--- src/rtl/signext_arbiter.sv ---
// signext_arbiter: shares one combinational sign-extension unit between two
// requesters. A request is accepted in IDLE, its operand is presented to the
// shared unit for one EXTEND cycle, and the widened result is held in RESP
// until the consumer takes it.
//
// Optional feature macro: SIGNEXT_ARB_RR_EN
//   undefined -> fixed priority, requester 0 wins whenever it is requesting
//   defined   -> round robin between the two requesters using a 1-bit pointer
module signext_arbiter #(
    parameter int N   = 8,
    parameter int NUM = 4
) (
    input  logic             clk,
    input  logic             rst,
    input  logic [1:0]       req_valid,
    input  logic [N-1:0]     req_data0,
    input  logic [N-1:0]     req_data1,
    output logic [1:0]       req_ready,
    output logic [N-1:0]     se_in,
    output logic             se_en,
    input  logic [N+NUM-1:0] se_out,
    output logic             resp_valid,
    input  logic             resp_ready,
    output logic             resp_id,
    output logic [N+NUM-1:0] resp_data,
    output logic             busy
);

    typedef enum logic [1:0] {
        IDLE   = 2'd0,
        EXTEND = 2'd1,
        RESP   = 2'd2
    } state_t;

    state_t state, state_next;
    logic   grant;    // requester that would win if a request is accepted now
    logic   accept;   // a request is taken at the coming edge
    logic   id;       // owner of the operand currently in flight

`ifdef SIGNEXT_ARB_RR_EN
    logic rr_ptr;     // requester favoured on a tie

    // Round robin: favoured requester on a tie, otherwise the sole requester.
    always_comb begin
        grant = req_valid[1];
        if (req_valid == 2'b11) begin
            grant = rr_ptr;
        end
    end

    // After each grant the other requester becomes favoured.
    always_ff @(posedge clk) begin
        if (!rst) begin
            rr_ptr <= 1'b0;
        end else if (accept) begin
            rr_ptr <= ~grant;
        end
    end
`else
    // Fixed priority: requester 0 wins whenever it is requesting.
    always_comb begin
        grant = ~req_valid[0];
    end
`endif

    // Next state and the combinational handshake/enable outputs.
    always_comb begin
        // NOTE: every output of this block gets a default first so no path
        // leaves it unassigned, which would otherwise infer a latch.
        state_next = state;
        req_ready  = 2'b00;
        se_en      = 1'b0;
        unique case (state)
            IDLE: begin
                // Reset low at this edge discards the transfer, so no accept
                // pulse is offered while it is asserted.
                if (rst && (req_valid != 2'b00)) begin
                    req_ready  = grant ? 2'b10 : 2'b01;
                    state_next = EXTEND;
                end
            end
            EXTEND: begin
                se_en      = 1'b1;
                state_next = RESP;
            end
            RESP: begin
                if (resp_ready) begin
                    state_next = IDLE;
                end
            end
            default: state_next = IDLE;
        endcase
    end

    assign accept = (req_ready != 2'b00);
    assign busy   = (state != IDLE);

    // State register, operand capture and response registers.
    always_ff @(posedge clk) begin
        // NOTE: sequential state uses non-blocking assignments so every
        // register samples the values from before this edge.
        if (!rst) begin
            state      <= IDLE;
            se_in      <= '0;
            id         <= 1'b0;
            resp_valid <= 1'b0;
            resp_id    <= 1'b0;
            resp_data  <= '0;
        end else begin
            state <= state_next;
            if (accept) begin
                se_in <= grant ? req_data1 : req_data0;
                id    <= grant;
            end
            if (state == EXTEND) begin
                resp_data  <= se_out;
                resp_id    <= id;
                resp_valid <= 1'b1;
            end else if ((state == RESP) && resp_ready) begin
                resp_valid <= 1'b0;
            end
        end
    end

endmodule

--- config.mk ---
export PLATFORM = sky130hd
export DESIGN_NAME = signext_arbiter
export DESIGN_NICKNAME = d
export VERILOG_FILES = /design/src/rtl/signext_arbiter.sv
export SDC_FILE = /design/constraint.sdc
export NUM_CORES = 1
export LEC_CHECK = 0
export ABC_AREA = 1
export CAP_MARGIN = 20
export CORE_ASPECT_RATIO = 0.6
export CORE_MARGIN = 2
export CORE_UTILIZATION = 34
export DETAILED_ROUTE_END_ITERATION = 16
export PLACE_DENSITY = 0.75
export SYNTH_ARGS = -nofsm -noshare
export SYNTH_HDL_FRONTEND = slang
export SYNTH_SLANG_ARGS = --single-unit
--- constraint.sdc ---
create_clock -name clk -period 0.9 [get_ports clk]
set_input_delay 0.135 -clock clk [delete_from_list [all_inputs] [get_ports clk]]
set_output_delay 0.135 -clock clk [all_outputs]
set_load 0.03 [all_outputs]
==> metrics <==
dominant synthesized flop cell dfxtp_1; clk buf depth 2; max_cap viols 0; total CTS buffers 3; dominant cells by area after synthesis dfxtp_1 (47%), nor2_1 (15%), nand2_1 (15%); Syn Area/Cell 6.82 um^2; Synth Register Bits 25; failing checks setup timing; vias per cell 4.34; fin crit period 1.26 ns; Cells after DPL 262; Starting Density 36.3%; dominant cell type by area after synthesis dfxtp_1; Slew Limit Headroom 85.6%; Root Buffer clkbuf_8; hpwl dp 2010 um; vias 1186; final setup violation count 29; Ant. Diodes 0; CP max stage cell dfxtp_2; startpoint types flop; Clock Skews 0.00183 ns; Final TNS setup -5.26 ns; Routed WL 3140 um; CP Class reg -> out; die width 76.0 um; Post-Synthesis Cells 155; crit end category output port; I/O pin cnt 59; maximum vdd drop 0.00103 V; Total GRT Usage 16.9%; most common cell in the netlist nor2_1; CORE AREA 2910 um^2; critical-path cell list nor2_4 > inv_2 > nor3_4 > buf_6; final RePlAce weighted congestion 0.761; Syn Nets 188; Layout area overhead 99.4%; TritonCTS clock tree done; full die area 3590 um^2; DRT Pass-1 Iters 4; slew of the pin with the lowest slew margin 0.215 ns; synth warn 0; hold buffers post-CTS 0; Post-synth EDFFs 0; Starting DRT DRC Count 54; DR DRC count 0; clk_lat worst skew 0.26 ns; grt ovf 0; WP data arrival 1.13 ns; drt wl/cell 11.5 um; Post-synth ARST share 0%; Power Density 1520 nW/um^2; largest net degree at the start of global routing 16; fmax 793 MHz; IO Port Bufs 58; initial antenna violation count 0; post-route setup slack -0.362 ns; Clock Sinks 25; final cell count without fillers 273; htree depth 1; Max stage delay on crit path 0.34 ns; site row count 15; Crit Path Max Fanout 2; Static Leak 0.982 nW; fill count 243; final hold vios 0; Multi-input gate area 574 um^2; sequential share of the synthesized area 47.3%; nets 265; post-layout util 72.5%; top cell type's share of synthesized area 47.3%; Critical Path RT 0.76 ns; remaining antenna violation count 0; Die Ht 47.2 um; RSZ-0062 raised after global routing true; Reg clk slew, reported paths 0.08 ns; share of layout cells above drive strength 1 47.2%; top post-synthesis cells by count nor2_1 (43), nand2_1 (42), dfxtp_1 (25); status complete, but fails checks; min-delay worst type in -> reg; max-slew violations 0; crit share post-route 140%; FF+latch area 531 um^2; Yosys cell types 18; global-route wire length before repair 4750 um; vias in the first global route 1060; synthesized area 1060 um^2
==> state kept, by name (all words and copies together), names as in the netlist <==
name / count
resp_data: 12
se_in: 8
state: 2
id: 1
resp_id: 1
resp_valid: 1
==> layer usage <==
layer | share of wire [%] | track usage [%]
met1 | 46 | 20.1
met2 | 47 | 30.4
met3 | 6.3 | 6.35
met4 | 0.73 | 4.36
met5 | 0 | 0
==> final cells by class <==
type                       instances  share of cell area [%]
timing repair buffer              79                    39.9
multi-input combinational        108                    27.2
sequential                        25                    25.2
inverter                          15                    3.03
tap                               42                    2.49
clock buffer                       4                    2.14
==> critical path, delay by kind of cell, from the launching register on <==
family	cells	cell delay, ns
flip-flops	1	0.34
buffers and inverters	2	0.22
AND/OR/NAND/NOR	2	0.30
==> layout by cell type (no fill, tap or decap), drive strengths merged <==
master          n
nor3            1
nand3b          1
nor2           45
nand3           3
dfxtp          25
nand2          42
dlygate4sd2     1
buf            45
inv            15
clkdlybuf4s50  31
clkbuf          6
o21ai          14
a21oi           2
==> timing repair <==
item,4_1_cts,5_1_grt
endpoints found under the hold margin,0,0
gates resized for setup,65,41
endpoints found under the setup margin,46,44
setup buffers,1,5
pin swaps,1,4
gates cloned,0,2
==> through the flow <==
stage	power [mW]	area, um^2	setup WS [ns]	hold WS (ns)
after floorplan	1.83	1090	-0.128	0.270
after global placement	2.23	1710	-0.397	0.449
after detailed placement	2.24	1710	-0.421	0.453
after CTS	3.06	1920	-0.378	0.414
after global routing	3.38	2110	-0.432	0.429
final	3.20	2110	-0.362	0.420
==> report_power, final <==
part | internal, mW | leakage [nW] | switching (mW)
sequential | 1.24 | 0.215 | 0.0829
combinational | 0.618 | 0.744 | 0.619
clock | 0.316 | 0.0228 | 0.327
==> kinds of logic after synthesis <==
kind of cell	Yosys count	share of synthesized area, %
flops	25	47.3
buf+inv	22	10.2
simple gates	92	34.9
compound gates	16	7.57
==> worst paths after layout <==
check / from / to / slack, ns / depth (start not counted)
setup reg to reg: state[1]$_SDFFE_PN0P_ / se_in[5]$_SDFFE_PN0P_ / -0.25 / 6
hold / removal: req_valid[0] / id$_SDFFE_PN0P_ / 0.42 / 3
setup / recovery: state[1]$_SDFFE_PN0P_ / req_ready[0] / -0.36 / 4
hold reg to reg: id$_SDFFE_PN0P_ / id$_SDFFE_PN0P_ / 0.48 / 2
(Power assumes the default switching activity.)
